[config.mk]
export PLATFORM = sky130hd
export DESIGN_NAME = gf_log_exp_pipe
export DESIGN_NICKNAME = d
export VERILOG_FILES = /design/src/rtl/gf_log_exp_pipe.sv
export SDC_FILE = /design/constraint.sdc
export NUM_CORES = 1
export LEC_CHECK = 0
export ABC_AREA = 1
export CAP_MARGIN = 20
export CORE_ASPECT_RATIO = 0.9
export CORE_MARGIN = 2
export CORE_UTILIZATION = 45
export CTS_BUF_LIST = sky130_fd_sc_hd__clkbuf_8
export DETAILED_ROUTE_END_ITERATION = 16
export PLACE_DENSITY = 0.75
export SYNTH_ARGS = -nofsm -noshare
export SYNTH_HDL_FRONTEND = slang
export SYNTH_SLANG_ARGS = --single-unit
[constraint.sdc]
create_clock -name clk -period 9.9 [get_ports clk]
set_clock_uncertainty 0.15 [all_clocks]
set_input_delay 0.99 -clock clk [delete_from_list [all_inputs] [get_ports clk]]
set_output_delay 0.99 -clock clk [all_outputs]
set_load 0.02 [all_outputs]
[src/rtl/gf_log_exp_pipe.sv]
// gf_log_exp_pipe: NCH-channel GF(2^M) vector<->offset-log converter, 2-stage valid/ready pipe; optional out_zero via GF_LOG_ZERO_FLAG_EN
module gf_log_exp_pipe #(
  parameter int M = 6,
  parameter logic [M:0] PRIM_POLY = 7'h43,
  parameter int NCH = 2,
  parameter int CNT_W = 16
) (
  input  logic clk,
  input  logic rst,
  input  logic in_valid,
  output logic in_ready,
  input  logic in_mode,
  input  logic [NCH*M-1:0] in_data,
  output logic out_valid,
  input  logic out_ready,
  output logic out_mode,
`ifdef GF_LOG_ZERO_FLAG_EN
  output logic [NCH-1:0] out_zero,
`endif
  output logic [NCH*M-1:0] out_data,
  output logic [CNT_W-1:0] xfer_cnt,
  output logic cfg_err
);
  localparam int Q = 1 << M;
  function automatic logic [M-1:0] nxt(input logic [M-1:0] s);
    return {s[M-2:0], 1'b0} ^ (s[M-1] ? PRIM_POLY[M-1:0] : '0);
  endfunction
  function automatic logic [Q*M-1:0] gen_exp();
    logic [Q*M-1:0] t = '0;
    logic [M-1:0] s = M'(1);
    for (int k = 0; k < Q - 1; k++) begin
      t[k*M +: M] = s;
      s = nxt(s);
    end
    return t;
  endfunction
  function automatic logic [Q*M-1:0] gen_log();
    logic [Q*M-1:0] t = '0;
    logic [M-1:0] s = M'(1);
    for (int k = 0; k < Q - 1; k++) begin
      t[int'(s)*M +: M] = M'(k);
      s = nxt(s);
    end
    return t;
  endfunction
  // a repeat (including 1 coming back early) or hitting 0 means the poly is not primitive
  function automatic logic gen_err();
    logic [Q-1:0] seen = '0;
    logic e = 1'b0;
    logic [M-1:0] s = M'(1);
    for (int k = 0; k < Q - 1; k++) begin
      if (seen[s] || s == '0) e = 1'b1;
      seen[s] = 1'b1;
      s = nxt(s);
    end
    return e;
  endfunction
  localparam logic [Q*M-1:0] EXP = gen_exp();
  localparam logic [Q*M-1:0] LOG = gen_log();
  localparam logic CFG_ERR = gen_err();
  logic v1, m1, v2, m2, adv1, adv2;
  logic [NCH*M-1:0] d1, d2, lut;
  assign cfg_err = CFG_ERR;
  assign adv2 = !v2 || out_ready;
  assign adv1 = !v1 || adv2;
  assign in_ready = adv1;
  assign out_valid = v2;
  assign out_mode = m2;
  assign out_data = d2;
  always_comb begin
    lut = '0;
    for (int c = 0; c < NCH; c++)
      lut[c*M +: M] = d1[c*M +: M] == '0 ? '0 :
                      m1 ? EXP[int'(d1[c*M +: M] - M'(1))*M +: M] :
                           LOG[int'(d1[c*M +: M])*M +: M] + M'(1);
  end
`ifdef GF_LOG_ZERO_FLAG_EN
  logic [NCH-1:0] zero, z2;
  assign out_zero = z2;
  always_comb begin
    zero = '0;
    for (int c = 0; c < NCH; c++) zero[c] = d1[c*M +: M] == '0;
  end
  always_ff @(posedge clk)
    if (rst) z2 <= '0;
    else if (adv2) z2 <= zero;
`endif
  always_ff @(posedge clk) begin
    if (rst) begin
      v1 <= 1'b0;
      m1 <= 1'b0;
      d1 <= '0;
      v2 <= 1'b0;
      m2 <= 1'b0;
      d2 <= '0;
      xfer_cnt <= '0;
    end else begin
      if (adv1) begin
        v1 <= in_valid;
        m1 <= in_mode;
        d1 <= in_data;
      end
      if (adv2) begin
        v2 <= v1;
        m2 <= m1;
        d2 <= lut;
      end
      if (v2 && out_ready && xfer_cnt != '1) xfer_cnt <= xfer_cnt + 1'b1;
    end
  end
endmodule

# Word-level counts from Yosys, hierarchy flattened
# Index checks and enable logic that the tools add are counted.
[classes]
n_addsub = 5
n_mul = 4
eq_ne = 1
shift = 4
muxes = 4
reduce_logical = 8
[ops]
columns = ["operator", "n"]
rows = [
  ["384-bit by 10-bit variable part select with 6-bit output (first input constant)", 2],
  ["384-bit by 11-bit variable part select with 6-bit output (first input constant)", 2],
  ["6-bit 2-to-1 mux", 4],
  ["7-bit by 3-bit multiplier with 10-bit output (second input constant)", 2],
  ["16-bit by 1-bit adder with 16-bit output (second input constant)", 1],
  ["6-bit by 2-bit multiplier with 8-bit output (second input constant)", 2],
  ["16-bit inequality test (second input constant)", 1],
  ["6-bit by 1-bit subtractor with 7-bit output (second input constant)", 2],
  ["6-bit by 1-bit adder with 6-bit output (second input constant)", 2],
  ["6-bit logical NOT", 2],
  ["1-bit logical AND", 2],
  ["1-bit logical NOT", 2],
  ["1-bit logical OR", 2],
]
[totals]
regBits = 44
inputBits = 17
out_inout_bits = 32
word_cells = 33

# Logic depth before layout (Yosys ltp)
[depth]
depth_word = 5
depth_mapped = 30
ltp_nobuf = 28

# Worst setup path after synthesis
# OpenSTA, ideal clock, no wires.
[synth_timing]
kind = "reg-to-reg"
startpoint = "register d1[6]"
endpoint = "register d2[11] (netlist: out_data[11])"
setup_ns = 0.132
arrival_ns = 3.874
t_required_ns = 9.618
path_slack_ns = 5.744
stages_incl_launch_ff = 25
path_buffers = 3
synth_period_minus_slack_ns = 4.156
cell_sequence = "dfxtp_1 buf_2 inv_1 buf_2 ha_1 inv_1 ha_1 ha_1 ha_1 fa_1 nand2_1 inv_1 nor2_1 inv_1 nor2_1 clkbuf_1 nand3_1 nand2_1 nor2_1 nor3_1 nor2_1 nand3_1 nand2_1 nand2_1 a21oi_1"
[synth_via]
elab_chain_len = 5
word_cells_on_any_way = 9
classes_between = "add/sub: 2; mul: 2; shift: 2; mux: 2; reduce/logical: 1"
[synth_lines]
columns = ["item", "line", "text"]
rows = [
  ["start, declared", "62", "logic [NCH*M-1:0] d1, d2, lut;"],
  ["start signal, assigned", "101", "d1 <= in_data;"],
  ["6-bit by 1-bit subtractor with 7-bit output / 6-bit by 2-bit multiplier with 8-bit output (equally long branches)", "74, 75", ""],
  ["7-bit by 3-bit multiplier with 10-bit output / 384-bit by 10-bit variable part select with 6-bit output (equally long branches)", "74, 75", ""],
  ["384-bit by 11-bit variable part select with 6-bit output / 6-bit by 1-bit adder with 6-bit output (equally long branches)", "74, 75", ""],
  ["6-bit 2-to-1 mux", "74", "m1 ? EXP[int'(d1[c*M +: M] - M'(1))*M +: M] :"],
  ["6-bit 2-to-1 mux (*)", "73", "lut[c*M +: M] = d1[c*M +: M] == '0 ? '0 :"],
  ["end signal, assigned", "106", "d2 <= lut;"],
  ["end, declared", "62", ""],
]
# Mark *: on every way between the ends. The rest lies on a longest branch, timed or not.
# A chain may end at the register's enable or synchronous reset.

# Worst setup path in the final report
[layout_timing]
startpoint = "register d1[0]"
endpoint = "register d2[2] (netlist: out_data[2])"
# The elaborated chain is that of the path after synthesis.

==> impl_results.md <==
* Hold Fails Final Rpt at 0
* Clock Root Buffer: clkbuf_8
* Die height at 132 um
* Hold Crit Class: register to register
* Most used cell along the critical path: nand2_1
* Crit Path Max Fanout at 32
* Achievable Freq at 0.157 GHz
* H-Tree Depth at 2
* CTS tree: done
* Cell Count, Final, Fillers Out at 1789
* CP startpoint: d1[0]
* Vias in the first global route at 9834
* Crit-path cells: inv_1 -> ha_1 -> inv_1 -> ha_1 -> ha_1 -> fa_1 -> buf_4 -> clkinv_1 -> buf_4 -> nor2_2 -> inv_1 -> nor3_1 -> a21oi_1 -> nand2_1 -> nand2_1 -> nand2_1 -> nand2_1 -> nand3_1 -> nand2_1 -> nand2_1 -> a21oi_1
* Cells after synthesis at 1561
* Slew at the pin closest to its max-slew limit at 1.14 ns
* Util after Layout at 0.498
* Synth warn at 0
* Mean cell area of the mapped netlist at 5.26 um^2
* Worst R2R End: out_data[2]
* Hold path cells at 2
* # diodes at 0
* Max-cap violation count at 0
* Final Max Tran Viols at 0
* Mapped Area at 8210 um^2
* Clock Latency Late Sink at 0.30 ns
* Top cell family by delay on the critical path: buffers and inverters
* P_sw at 1.54 mW
* Full die area at 19300 um^2
* Synth async-reset ratio at 0
* Total Wirelength at 32000 um
* Sink Count at 44
* Yosys cell types at 57
* Detail Placement HPWL at 23000 um
* Antenna-violating nets left at 0
* Leakage dissipation at 4.33 nW
* Arr. time, crit path at 6.41 ns
* CTS Hold Bufs at 0
* Ports at 49
* Port buffer count at 47
* Worst vdd ir at 0.000146 V
* DR iter-0 viols at 2065
* Slew Limit Headroom at 0.238
* Post-CTS setup buffer count at 0
* Critical Path Max Stage Delay at 0.82 ns
* Placed cells at 1781
* Critical path capture point type: register
* R2R cell count at 21
* Initial antenna violation count at 0
* WS Path Type: register to register
* CP Launch Type: register
* CTS max path bufs at 2
* DR WL/cell at 17.9 um
* Core region area at 17700 um^2
* Tcrit/Tclk final at 0.645
* Drt first pass iters at 9
* Sum Neg Setup Slack at 0 ns
* Initial core utilization at 0.463
* Reg clk slew, reported paths at 0.09 ns
* Total grt overflow at 0
* Layout cell share with drive strength beyond 1 at 0.0555
* #FFs+latches synth at 44
* Post-CTS Resized at 0
* Maximum number of pins on one net before global-route repair at 39
* Final nets at 1604
* Dominant synthesized flop cell: dfxtp_1
* Clock power frac at 0.061
* Total GRT Usage at 0.314
* CP Buf/Inv Count at 6
* Slowest CP cell: ha_1
* Seq/Total Area, Yosys at 0.107
* Gpl congestion at 1.07
* Vias per inst at 6.17
* Drt drc at 0
* Critical Path End: out_data[2]
* Num CTS Buffers at 5
* Crit path depth at 21
* Synthesis-to-layout area growth at 7.67%
* RSZ-0062 raised after global routing: false
* Gate power share at 0.850
* Number of fill cells in the layout at 1946
* First-pass GRT wire length at 50700 um
* R2R Setup Slk at 3.51 ns
* Number of synthesized flops with an enable pin at 0
* Vias at 11.0k
* Reg2reg start: d1[0]
* Core Rows at 46
* Status: completed
* Internal power at 0.877 mW
* Clock period minus worst slack at 6.39 ns
* Syn nets at 1617
* Pwr Density at 273 nW/um^2
* Die X-Extent at 146 um
* Setup Viol. Count Final at 0
* Critical Path RT at 9.92 ns
* Seq pwr share at 0.089
* Sw frac at 0.637
==> cell families (layout without fill, tap and decap cells) <==
family                     count (synthesis)  count (layout)  share of synthesized area
AOI/OAI and AO/OA                        249             249                      0.171
xor gates and xnor gates                  19              19                     0.0221
and+or+nand+nor                         1004            1004                      0.536
other                                      1               1                   0.000457
buffers and inverters                    205             193                      0.102
adders and majority gates                 39              39                     0.0613
DFF                                       44              44                      0.107
==> cells in the mapped netlist, drive strengths merged, types with 6 or more instances <==
| cell | count | area share |
|---|---|---|
| nor3 | 13 | 0.0085 |
| a31oi | 11 | 0.0084 |
| clkbuf | 43 | 0.020 |
| o21ai | 82 | 0.050 |
| a21oi | 105 | 0.064 |
| inv | 118 | 0.054 |
| ha | 37 | 0.056 |
| clkinv | 6 | 0.0027 |
| xor2 | 16 | 0.019 |
| nand3 | 229 | 0.14 |
| dfxtp | 44 | 0.11 |
| buf | 38 | 0.026 |
| nand4 | 24 | 0.020 |
| o211ai | 15 | 0.014 |
| nand2 | 584 | 0.28 |
| nor2 | 142 | 0.072 |
==> worst min-delay path, stage by stage, from the launching register on <==
cell and delay [ns]:
dfxtp_1 0.32, nand2_1 0.06, a21oi_1 0.05
==> per-layer routing <==
| metal | part of all wire | GRT usage |
|---|---|---|
| met1 | 0.41 | 0.443 |
| met2 | 0.40 | 0.448 |
| met3 | 0.15 | 0.0927 |
| met4 | 0.046 | 0.119 |
| met5 | 0 | 0 |
==> layout by cell type (no fill, tap or decap), types with 11 or more instances in the layout <==
master and count:
nand4_1 22, ha_1 37, o21ai_1 18, nor2_1 131, nand3_1 222, clkdlybuf4s50_1 47
buf_4 14, inv_1 107, xor2_1 14, nand2_2 18, o211ai_1 15, a21oi_1 105
nor3_1 12, nand2_1 558, dfxtp_1 44, a31oi_1 11, o21ai_0 64, inv_2 11
==> power groups by stage <==
stage	logic, mW	registers, mW	clock network [mW]
after detailed placement	1.93	0.217	0
after CTS	1.94	0.213	0.152
final	2.05	0.214	0.148
after global placement	1.97	0.217	0
after floorplan	1.42	0.217	0
after global routing	2.22	0.216	0.159
==> registers in the layout (all words and copies together) (netlist names) <==
signal     count
d1            12
m1             1
out_data      12
out_mode       1
out_valid      1
v1             1
xfer_cnt      16
==> through the flow <==
stage	power (mW)	instance area (um^2)	setup WS (ns)	hold WS, ns
final	2.41	8840	3.51	0.317
after global routing	2.59	8840	3.12	0.339
after CTS	2.31	8840	3.65	0.322
after detailed placement	2.15	8710	3.71	0.304
after global placement	2.19	8710	3.60	0.304
after floorplan	1.63	8210	5.74	0.358
==> layout make-up <==
cell class,instances,area [um^2],area share
multi-input combinational,1312,6490,0.735
sequential,44,881,0.0997
timing repair buffer,61,576,0.0651
inverter,124,465,0.0527
tap,240,300,0.0340
clock buffer,6,82.6,0.00935
clock inverter,2,38.8,0.00439
==> worst min-delay path by stage <==
stage / startpoint / end / slack (ns)
after floorplan: d1[1] / d1[1] / 0.36
after global placement: xfer_cnt[13] / xfer_cnt[13] / 0.30
after detailed placement: xfer_cnt[13] / xfer_cnt[13] / 0.30
after CTS: out_data[0] / out_data[0] / 0.32
after global routing: xfer_cnt[13] / xfer_cnt[13] / 0.34
final: out_data[0] / out_data[0] / 0.32
No activity file was read; power rests on OpenSTA's default activity.
